## config.mk

```make
export PLATFORM = sky130hd
export DESIGN_NAME = led_pwm_array
export DESIGN_NICKNAME = d
export VERILOG_FILES = /design/src/rtl/led_pwm_array.sv
export SDC_FILE = /design/constraint.sdc
export NUM_CORES = 1
export LEC_CHECK = 0
export ABC_CLOCK_PERIOD_IN_PS = 13100
export CAP_MARGIN = 20
export CELL_PAD_IN_SITES_DETAIL_PLACEMENT = 0
export CELL_PAD_IN_SITES_GLOBAL_PLACEMENT = 1
export CORE_ASPECT_RATIO = 0.7
export CORE_MARGIN = 2
export CORE_UTILIZATION = 52
export DETAILED_ROUTE_END_ITERATION = 16
export PLACE_DENSITY = 0.95
export SYNTH_ARGS = -nofsm -noshare
export SYNTH_HDL_FRONTEND = slang
export SYNTH_SLANG_ARGS = --single-unit
```

## constraint.sdc

```tcl
create_clock -name clk -period 13.1 [get_ports clk]
set_input_delay 3.93 -clock clk [delete_from_list [all_inputs] [get_ports clk]]
set_output_delay 3.93 -clock clk [all_outputs]
set_load 0.02 [all_outputs]
```

## src/rtl/led_pwm_array.sv

```systemverilog
// Multi-channel LED driver: one shared prescaler and PWM counter feed per-channel
// off / PWM / blink / breathe generators with registered outputs.
module led_pwm_array #(
  parameter int CHANNELS = 4,
  parameter int DIV_W    = 24,
  parameter int PWM_W    = 8,
  localparam int CH_W    = (CHANNELS > 1) ? $clog2(CHANNELS) : 1
) (
  input  logic                clk,
  input  logic                rst,
  input  logic                wr_en,
  input  logic [CH_W-1:0]     wr_ch,
  input  logic [1:0]          wr_mode,
  input  logic [PWM_W-1:0]    wr_duty,
  output logic [CHANNELS-1:0] led_out,
  output logic                tick_out
);

  typedef enum logic [1:0] {
    MODE_OFF     = 2'b00,
    MODE_PWM     = 2'b01,
    MODE_BLINK   = 2'b10,
    MODE_BREATHE = 2'b11
  } mode_e;

  localparam logic [PWM_W-1:0] LVL_MAX = {PWM_W{1'b1}};
  localparam logic [PWM_W-1:0] LVL_ONE = {{(PWM_W-1){1'b0}}, 1'b1};

  logic [DIV_W-1:0]    presc_q, presc_d;
  logic [PWM_W-1:0]    pwm_q, pwm_d;
  logic                phase_q, phase_d;
  logic                tick;
  mode_e               mode_q  [CHANNELS];
  mode_e               mode_d  [CHANNELS];
  logic [PWM_W-1:0]    duty_q  [CHANNELS];
  logic [PWM_W-1:0]    duty_d  [CHANNELS];
  logic [PWM_W-1:0]    level_q [CHANNELS];
  logic [PWM_W-1:0]    level_d [CHANNELS];
  logic                dir_q   [CHANNELS];
  logic                dir_d   [CHANNELS];
  logic [CHANNELS-1:0] led_q, led_d;
  logic                tick_q;

  always_ff @(posedge clk or posedge rst) begin
    if (rst) begin
      presc_q <= '0;
      pwm_q   <= '0;
      phase_q <= 1'b0;
      led_q   <= '0;
      tick_q  <= 1'b0;
      for (int i = 0; i < CHANNELS; i++) begin
        mode_q[i]  <= MODE_OFF;
        duty_q[i]  <= '0;
        level_q[i] <= '0;
        dir_q[i]   <= 1'b0;
      end
    end else begin
      presc_q <= presc_d;
      pwm_q   <= pwm_d;
      phase_q <= phase_d;
      led_q   <= led_d;
      tick_q  <= tick;
      for (int i = 0; i < CHANNELS; i++) begin
        mode_q[i]  <= mode_d[i];
        duty_q[i]  <= duty_d[i];
        level_q[i] <= level_d[i];
        dir_q[i]   <= dir_d[i];
      end
    end
  end

  // Breathe stepping first, then the write override so a same-edge write wins.
  always_comb begin
    tick    = &presc_q;
    presc_d = presc_q + 1'b1;
    pwm_d   = pwm_q + 1'b1;
    phase_d = phase_q ^ tick;
    for (int i = 0; i < CHANNELS; i++) begin
      mode_d[i]  = mode_q[i];
      duty_d[i]  = duty_q[i];
      level_d[i] = level_q[i];
      dir_d[i]   = dir_q[i];
      if (tick && mode_q[i] == MODE_BREATHE) begin
        if (!dir_q[i]) begin
          if (level_q[i] == LVL_MAX) begin
            dir_d[i]   = 1'b1;
            level_d[i] = LVL_MAX - 1'b1;
          end else begin
            level_d[i] = level_q[i] + 1'b1;
          end
        end else begin
          if (level_q[i] == '0) begin
            dir_d[i]   = 1'b0;
            level_d[i] = LVL_ONE;
          end else begin
            level_d[i] = level_q[i] - 1'b1;
          end
        end
      end
      // Indices at or above CHANNELS match no loop iteration, so they are dropped.
      if (wr_en && wr_ch == CH_W'(i)) begin
        mode_d[i]  = mode_e'(wr_mode);
        duty_d[i]  = wr_duty;
        level_d[i] = '0;
        dir_d[i]   = 1'b0;
      end
    end
  end

  always_comb begin
    led_d = '0;
    for (int i = 0; i < CHANNELS; i++) begin
      case (mode_q[i])
        MODE_PWM:     led_d[i] = (pwm_q < duty_q[i]);
        MODE_BLINK:   led_d[i] = phase_q;
        MODE_BREATHE: led_d[i] = (pwm_q < level_q[i]);
        default:      led_d[i] = 1'b0;
      endcase
    end
  end

  assign led_out  = led_q;
  assign tick_out = tick_q;

endmodule
```

==> results of run 1 <==
-- final cells by class --
cell class              instances  area (um2)
fillers                      1171        5570
clock inverters                 4        47.5
well taps                     190         238
clock buffers                  27         513
inverters                      74         280
flip-flops and latches        114        2850
multi-input cells             603        4020
repair buffers                 22         213
-- power groups by stage --
stage	clock network [mW]	logic [mW]	registers, mW
2_1_floorplan	0	0.119	0.410
3_3_place_gp	0	0.158	0.414
3_5_place_dp	0	0.166	0.415
4_1_cts	0.441	0.168	0.409
5_1_grt	0.457	0.191	0.415
6_report	0.436	0.168	0.410
-- per-stage QoR --
step	util (%)	total power, mW	instance area (um2)	std cells
3_5_place_dp	55.3	0.581	7600	1003
2_1_floorplan	-	0.529	7240	813
3_3_place_gp	55.3	0.572	7600	1003
6_report	59.4	1.01	8160	1034
4_1_cts	59.4	1.02	8160	1034
5_1_grt	59.4	1.06	8160	1034
-- worst max-delay path, cell delays in order --
cell and delay (ns):
clkdlybuf4s50_1 0.59, and3_1 0.63, a31oi_1 0.29, o21ai_0 0.27, o21ai_0 0.11
-- final timing paths --
check	from	endpoint	slack (ns)
worst min-delay path	presc_q[0]	presc_q[0]	0.46
worst max register to register	presc_q[0]	level_q[4]	10.38
min in group asynchronous	rst	mode_q[5]	3.92
worst max-delay path	wr_ch[1]	level_q[4]	7.54
max in group asynchronous	rst	duty_q[29]	7.84
worst min register to register	presc_q[0]	presc_q[0]	0.46
-- cell usage after synthesis, types with 4 or more instances --
library cell  instances
o21ai_0              67
a211o_1               4
clkbuf_1             18
xnor2_1              27
nand3_1              35
o211ai_1             14
a211oi_1              8
a21o_1                7
o21a_1                9
a21boi_0              4
and3_2                5
a31oi_1               9
or4_1                 7
nor3_1               12
dfrtp_1             114
xor2_1               10
nand2_1             116
ha_1                 70
nand2b_1              6
nor2_1               42
nor4_1               10
and4_1                4
inv_1                74
a2111oi_0             5
nand4_1              13
and3_1                7
a21oi_1              35
o22ai_1               6
o31ai_1              10
-- cells by family (layout without fill, tap and decap cells) --
family | Yosys count | in the layout | synth area share (%)
compound gates | 204 | 204 | 18.1
xor+xnor | 37 | 37 | 4.47
fa+ha+maj | 70 | 70 | 12.1
buf+inv | 96 | 127 | 5.17
flops | 114 | 114 | 39.4
mux | 6 | 6 | 0.881
simple gates | 286 | 286 | 19.9
-- flip-flops by register name, summed over array words and instances (netlist names) --
name      flops
dir_q         4
duty_q       32
led_out       4
level_q      32
mode_q        8
phase_q       1
presc_q      24
pwm_q         8
tick_out      1
-- layer usage --
metal  GRT usage, %  wire, um
met5              0         0
met4           7.84       279
met3           5.71      1170
met2           40.0      8200
met1           36.5      8620
==> results.tsv, run 1 <==
metric	value	unit
Clock power frac	43.0	%
sequential-to-total area share from yosys stat	39.4	%
vias	6203	
Reg clk slew, reported paths	0.05	ns
via/cell ratio	6.00	
initial antenna violation count	0	
crit path DAT	5.82	ns
buffer count from post-CTS setup fixing	0	
Internal	0.741	mW
ratio of cells with drive above 1 in the final layout	6.99	%
Critical Path Fanout Max	21	
area of the core	0.0137	mm2
proportion of netlist area held by the largest area contributor	39.4	%
Total GRT Usage	25.7	%
most frequent cells in the layout	116 x nand2_1, 114 x dfrtp_1, 73 x inv_1, 70 x ha_1, 67 x o21ai_0	
max frequency	180	MHz
CTS buffer count	17	
critical path class	input pin to flip-flop	
First DRT Iteration DRCs	424	
Post-CTS Hold Fix Bufs	0	
Worst R2R Path Depth	7	
CP required	13.36	ns
Hold Crit Class	flip-flop to flip-flop	
status	finished clean	
Slew Limit Headroom	37.6	%
synth-to-layout area growth	12.7	%
worst skew pair latency	0.41	ns
commonest non-fill, non-tap cell in the layout	nand2_1	
grt total ovfl	0	
RSZ-0062 raised after global routing	no	
initial core utilization	52.7	%
Post-synth EDFFs	0	
fin crit share	42.5	%
final hold vios	0	
Die H	103	um
I/O Pins	20	
vias in the first global route	5874	
asr flop ratio synth	100	%
post-route minimum period	5.56	ns
Total Wirelength	18300	um
final slew viol count	0	
switching share of power	26.9	%
Mapped Area	0.00724	mm2
max_cap viols	0	
Critical Path Source Type	input pin	
Antenna diodes	0	
PwrDens	124	mW/mm2
maximum vdd drop	0.0902	mV
Comb power frac	16.6	%
H-tree depth	4	
routability cong.	0.934	
post-CTS sizing	0	
unique cell type count in the Yosys netlist	73	
clk buf depth	2	
Pleak	3.59	nW
post-placement setup slack	7.18	ns
post-route ant nets	0	
Synth Net Count	898	
CTS root buf	clkbuf_16	
CTS tree	built	
hold slack	0.456	ns
sequential share of power	40.4	%
DR pass1 iterations	5	
# rows	36	
PortBufs	19	
Critical Path End Type	flip-flop	
Post-layout nets	917	
Die Width	145	um
worst slew pin tran	0.937	ns
Synth area leader	dfrtp_1	
Synth Warn #	0	
largest net degree at the start of global routing	76	
Sw Pwr	0.273	mW
top cells by area, synth	dfrtp_1 39%, ha_1 12%, nand2_1 6.0%	
fin worst setup slack	7.54	ns
post-synthesis area per instance	8.91	um2
HPWL after detailed placement	12900	um
# DRC	0	
clock sink count	114	
sum of negative setup slack	0	ns
first-pass GRT wire length	30000	um
WHS Path Cells	1	
dominant synthesized flop cell	dfrtp_1	
final setup vio count	0	
Post-Synthesis Cells	813	
Die ar.	0.0149	mm2
WL/cell	17.7	um
Layout Skew	0.00780	ns
synthesized flop and latch total	114	
No activity file was read; power rests on OpenSTA's default activity.
==> run 2: changes to the inputs <==
==> config.mk (replaced) <==
export PLATFORM = sky130hd
export DESIGN_NAME = led_pwm_array
export DESIGN_NICKNAME = d
export VERILOG_FILES = /design/src/rtl/led_pwm_array.sv
export SDC_FILE = /design/constraint.sdc
export NUM_CORES = 1
export LEC_CHECK = 0
export ABC_CLOCK_PERIOD_IN_PS = 5000
export CAP_MARGIN = 20
export CELL_PAD_IN_SITES_DETAIL_PLACEMENT = 0
export CELL_PAD_IN_SITES_GLOBAL_PLACEMENT = 1
export CORE_ASPECT_RATIO = 0.7
export CORE_MARGIN = 2
export CORE_UTILIZATION = 44
export DETAILED_ROUTE_END_ITERATION = 16
export PLACE_DENSITY = 0.87
export SYNTH_ARGS = -nofsm -noshare
export SYNTH_HDL_FRONTEND = slang
export SYNTH_SLANG_ARGS = --single-unit
==> constraint.sdc (replaced) <==
create_clock -name clk -period 5 [get_ports clk]
set_input_delay 1.5 -clock clk [delete_from_list [all_inputs] [get_ports clk]]
set_output_delay 1.5 -clock clk [all_outputs]
set_load 0.02 [all_outputs]
==> results.tsv, run 2 (synthesized netlist as in run 1, its figures left out) <==
metric	value	unit	change
synth-to-layout area growth	13.8	%	
Critical Path End Type	flip-flop		
RSZ-0062 raised after global routing	no		
Cells after DPL	1041		+3.8%
fin util	50.9	%	-8.6 points
area of the core	0.0162	mm2	+18%
Hold Crit Class	flip-flop to flip-flop		
CTS root buf	clkbuf_16		
r2r endpoint	level_q[5]		
Post-CTS Hold Fix Bufs	0		unchanged
status	finished clean		
Comb power frac	16.3	%	-0.3 points
Die Width	157	um	+8.5%
worst slew pin tran	0.946	ns	+0.00938 ns
FF/Latch Area	0.00285	mm2	unchanged
crit path DAT	3.48	ns	-2.34 ns
Sw Pwr	0.789	mW	+190%
WL/cell	17.0	um	-3.5%
Slew Limit Headroom	36.3	%	-1.2 points
clk buf depth	2		unchanged
I/O Pins	20		unchanged
# DRC	0		unchanged
vias in the first global route	5706		-2.9%
PortBufs	19		unchanged
sum of negative setup slack	0	ns	unchanged
post-route minimum period	3.13	ns	
slowest CP cell	and3_1		
fillers	1500		+28%
Critical Path Source Type	input pin		
DR pass1 iterations	5		unchanged
post-CTS sizing	0		unchanged
worst skew pair latency	0.42	ns	about the same
most frequent cells in the layout	116 x nand2_1, 114 x dfrtp_1, 73 x inv_1, 70 x ha_1, 67 x o21ai_0		
area of the multi-input gates	0.00402	mm2	unchanged
ratio of cells with drive above 1 in the final layout	8.02	%	+1.0 points
r2r startpoint	presc_q[0]		
Post-layout nets	920		+0.33%
Die H	111	um	+8.4%
Critical Path Fanout Max	21		unchanged
CTS buffer count	17		unchanged
# rows	39		+8.3%
flop-to-flop setup slack	2.29	ns	-8.09 ns
critical path, cell by cell	clkdlybuf4s50_1 > and3_1 > a31oi_1 > o21ai_0 > o21a_1		
grt total ovfl	0		unchanged
final hold vios	0		unchanged
sequential share of power	40.0	%	-0.4 points
Layout Skew	0.0105	ns	+0.00273 ns
Setup crit end	level_q[5]		
Critical path origin	wr_ch[1]		
CTS tree	built		
fin crit share	62.6	%	
First DRT Iteration DRCs	513		+21%
post-route ant nets	0		unchanged
Total GRT Usage	22.2	%	-3.5 points
vias	6017		-3.0%
HPWL after detailed placement	13000	um	+0.57%
buffer count from post-CTS setup fixing	0		unchanged
switching share of power	29.3	%	+2.4 points
commonest non-fill, non-tap cell in the layout	nand2_1		
largest net degree at the start of global routing	55		-28%
hold slack	0.450	ns	-0.00590 ns
max frequency	319	MHz	
Worst R2R Path Depth	7		unchanged
critical path class	input pin to flip-flop		
Antenna diodes	0		unchanged
PwrDens	326	mW/mm2	+160%
final setup vio count	0		unchanged
Clock power frac	43.8	%	+0.8 points
Total Wirelength	18300	um	+0.12%
max incr delay on CP	0.65	ns	+0.02 ns
initial antenna violation count	0		unchanged
via/cell ratio	5.61		-6.5%
max_cap viols	0		unchanged
maximum vdd drop	0.192	mV	+110%
Pleak	3.60	nW	+0.41%
initial core utilization	44.7	%	-8.0 points
routability cong.	0.902		-3.4%
Internal	1.90	mW	+160%
Die ar.	0.0175	mm2	+18%
clock sink count	114		unchanged
Post-Layout Cell Count	1073		+3.8%
biggest regs	duty_q (32), level_q (32), presc_q (24)		
CP required	5.35	ns	-8.01 ns
final slew viol count	0		unchanged
first-pass GRT wire length	30600	um	+2.1%
Reg clk slew, reported paths	0.06	ns	about the same
H-tree depth	4		unchanged
[run 2: cell types whose count changed in the layout (fill, tap and decap cells not counted)]
| cell | before | now |
|---|---|---|
| clkbuf_1 | 5 | 0 |
| clkbuf_8 | 5 | 1 |
| buf_4 | 3 | 6 |
| inv_6 | 0 | 3 |
| clkinvlp_4 | 1 | 3 |
| clkinv_4 | 0 | 5 |
[run 2: worst min-delay path by stage]
stage / from / end / cells after the start
2_1_floorplan: presc_q[0] / presc_q[0] / 1
3_5_place_dp: presc_q[0] / presc_q[0] / 1
6_report: presc_q[0] / presc_q[0] / 1
3_3_place_gp: presc_q[0] / presc_q[0] / 1
5_1_grt: presc_q[0] / presc_q[0] / 1
4_1_cts: presc_q[0] / presc_q[0] / 1
[run 2: power groups by stage]
| stage | Clock (mW) | Combinational, mW | Sequential (mW) |
|---|---|---|---|
| 2_1_floorplan | 0 | 0.311 | 1.08 |
| 3_3_place_gp | 0 | 0.428 | 1.09 |
| 3_5_place_dp | 0 | 0.435 | 1.09 |
| 4_1_cts | 1.19 | 0.436 | 1.07 |
| 5_1_grt | 1.24 | 0.503 | 1.09 |
| 6_report | 1.18 | 0.437 | 1.07 |
[run 2: critical path, delay by kind of cell]
kind	cells	cell delay [ns]
compound gates	3	0.72
buf+inv	1	0.60
simple gates	1	0.65
[run 2: layout make-up]
type,instances,share of cell area (%)
clock buffer,18,5.33
sequential,114,34.6
clock inverter,14,1.61
multi-input combinational,603,48.8
timing repair buffer,25,2.85
tap,225,3.42
inverter,74,3.40
[run 2: through the flow]
step / power (mW) / worst slack, ns / instance area [um2]
CTS: 2.70 / 1.90 / 8240
global route: 2.83 / 1.69 / 8240
finish: 2.69 / 1.87 / 8240
floorplan: 1.39 / 0.484 / 7240
global placement: 1.51 / 1.55 / 7670
detailed placement: 1.52 / 1.47 / 7670
[run 2: metal layers]
layer  up-vias  part of all wire, %  GRT usage, %
li1       2959                    -             -
met1      2846                   52          35.2
met2       194                   41          30.5
met3        18                  5.8          4.94
met4         0                  1.1          5.27
met5         -                    0             0
==> run 3: changes to the inputs <==
==> config.mk (replaced) <==
export PLATFORM = sky130hd
export DESIGN_NAME = led_pwm_array
export DESIGN_NICKNAME = d
export VERILOG_FILES = /design/src/rtl/led_pwm_array.sv
export SDC_FILE = /design/constraint.sdc
export NUM_CORES = 1
export LEC_CHECK = 0
export ABC_CLOCK_PERIOD_IN_PS = 3000
export CAP_MARGIN = 20
export CELL_PAD_IN_SITES_DETAIL_PLACEMENT = 0
export CELL_PAD_IN_SITES_GLOBAL_PLACEMENT = 1
export CORE_ASPECT_RATIO = 0.7
export CORE_MARGIN = 2
export CORE_UTILIZATION = 49
export DETAILED_ROUTE_END_ITERATION = 16
export PLACE_DENSITY = 0.91
export SYNTH_ARGS = -nofsm -noshare
export SYNTH_HDL_FRONTEND = slang
export SYNTH_SLANG_ARGS = --single-unit
==> constraint.sdc (replaced) <==
create_clock -name clk -period 3 [get_ports clk]
set_input_delay 0.9 -clock clk [delete_from_list [all_inputs] [get_ports clk]]
set_output_delay 0.9 -clock clk [all_outputs]
set_load 0.02 [all_outputs]
==> results.tsv, run 3 (synthesized netlist as in run 1, its figures left out) <==
metric	value	unit	change
status	finished clean		
final instance area	0.00830	mm2	+0.71%
grt total ovfl	0		unchanged
Hold Crit Class	flip-flop to flip-flop		
clock sink count	114		unchanged
area of the multi-input gates	0.00402	mm2	unchanged
M1 GR Usage	36.7	%	+1.5 points
crit path DAT	2.89	ns	-0.59 ns
worst skew pair latency	0.42	ns	about the same
post-CTS sizing	0		unchanged
first-pass GRT wire length	29700	um	-3.0%
final setup vio count	0		unchanged
Die H	106	um	-5.0%
Pleak	3.66	nW	+1.6%
grt met2 use	33.8	%	+3.4 points
Die ar.	0.0158	mm2	-9.9%
critical path class	flip-flop to flip-flop		
Tot Pwr	4.57	mW	+70%
dpl cell area	0.00771	mm2	+0.47%
vias	6070		+0.88%
met3 Usage GRT	5.41	%	+0.47 points
largest net degree at the start of global routing	115		+110%
Post-CTS Hold Fix Bufs	0		unchanged
Post-Layout Cell Count	1050		-2.1%
synth-to-layout area growth	14.6	%	
max frequency	393	MHz	
final hold vios	0		unchanged
CTS buffer count	17		unchanged
DR pass1 iterations	5		unchanged
maximum vdd drop	0.411	mV	+110%
# rows	37		-5.1%
biggest regs	duty_q (32), level_q (32), presc_q (24)		
area of the core	0.0146	mm2	-10%
buffer count from post-CTS setup fixing	0		unchanged
routability cong.	0.889		-1.4%
clk buf depth	2		unchanged
Total Wirelength	17800	um	-2.5%
Slew Limit Headroom	50.8	%	+14 points
commonest non-fill, non-tap cell in the layout	nand2_1		
hold slack	0.449	ns	-0.000834 ns
post-route ant nets	0		unchanged
FF/Latch Area	0.00285	mm2	unchanged
final slew viol count	0		unchanged
via/cell ratio	5.78		+3.1%
Total GRT Usage	24.0	%	+1.7 points
fin util	56.9	%	+6.0 points
Antenna diodes	0		unchanged
Cells after DPL	1019		-2.1%
CTS root buf	clkbuf_16		
fin worst setup slack	0.456	ns	-1.41 ns
ratio of cells with drive above 1 in the final layout	8.54	%	+0.52 points
H-tree depth	4		unchanged
post-placement setup slack	0.278	ns	-1.20 ns
PortBufs	19		unchanged
First DRT Iteration DRCs	542		+5.7%
post-route minimum period	2.54	ns	
CP required	3.35	ns	-2.00 ns
PwrDens	550	mW/mm2	+69%
worst slew pin tran	0.728	ns	-0.218 ns
vias in the first global route	5697		-0.16%
CTS tree	built		
Die Width	149	um	-5.1%
sum of negative setup slack	0	ns	unchanged
Critical Path Source Type	flip-flop		
WL/cell	17.0	um	-0.37%
initial core utilization	49.7	%	+5.0 points
most frequent cells in the layout	116 x nand2_1, 114 x dfrtp_1, 73 x inv_1, 70 x ha_1, 67 x o21ai_0		
I/O Pins	20		unchanged
Critical Path End Type	flip-flop		
# DRC	0		unchanged
max_cap viols	0		unchanged
Reg clk slew, reported paths	0.05	ns	about the same
Critical Path Fanout Max	8		-62%
Layout Skew	0.00609	ns	-0.00444 ns
Post-layout nets	928		+0.87%
fin crit share	84.8	%	
fillers	1282		-15%
RSZ-0062 raised after global routing	no		
HPWL after detailed placement	12600	um	-3.1%
initial antenna violation count	0		unchanged
busiest layer in global routing	met1		
[run 3: cell count changes in the layout (fill, tap and decap cells not counted), sizes merged]
cell,change
inv,-4
clkbuf,+3
clkinv,-2
bufinv,+2
buf,+8
[run 3: worst paths after layout]
path	from	endpoint	slack, ns	depth (start not counted)
max	presc_q[0]	level_q[17]	0.46	7
min	presc_q[0]	presc_q[0]	0.45	1
max reg2reg	presc_q[0]	level_q[17]	0.46	7
min reg2reg	presc_q[0]	presc_q[0]	0.45	1
max in group asynchronous	rst	mode_q[0]	1.47	3
min in group asynchronous	rst	level_q[12]	0.96	3
[run 3: cell type report]
class / instances / share of cell area [%]
Multi-Input combinational cell: 603 / 48.4
Sequential cell: 114 / 34.4
Clock buffer: 21 / 5.55
Timing Repair Buffer: 33 / 3.71
Inverter: 74 / 3.39
Tap cell: 195 / 2.94
Clock inverter: 10 / 1.61
[run 3: per-layer routing]
layer  wire length (um)  vias to the layer above
met5                  0                        -
met4                176                        0
met3               1230                       20
met2               7430                      210
met1               8990                     2864
li1                   -                     2976
[run 3: worst max-delay path, stage by stage (launching register included)]
cell and delay (ns):
dfrtp_1 0.36, ha_1 0.20, and3_2 0.23, nand4_4 0.15, nor4_1 0.63, nor2_1 0.30, a2111oi_0 0.46, a21o_1 0.13
[run 3: where the power goes]
part / leakage, nW / internal, mW / switching [mW]
Clock: 0.289 / 1.34 / 0.705
Sequential: 1.49 / 1.68 / 0.114
Combinational: 1.89 / 0.324 / 0.410
Total: 3.66 / 3.34 / 1.23
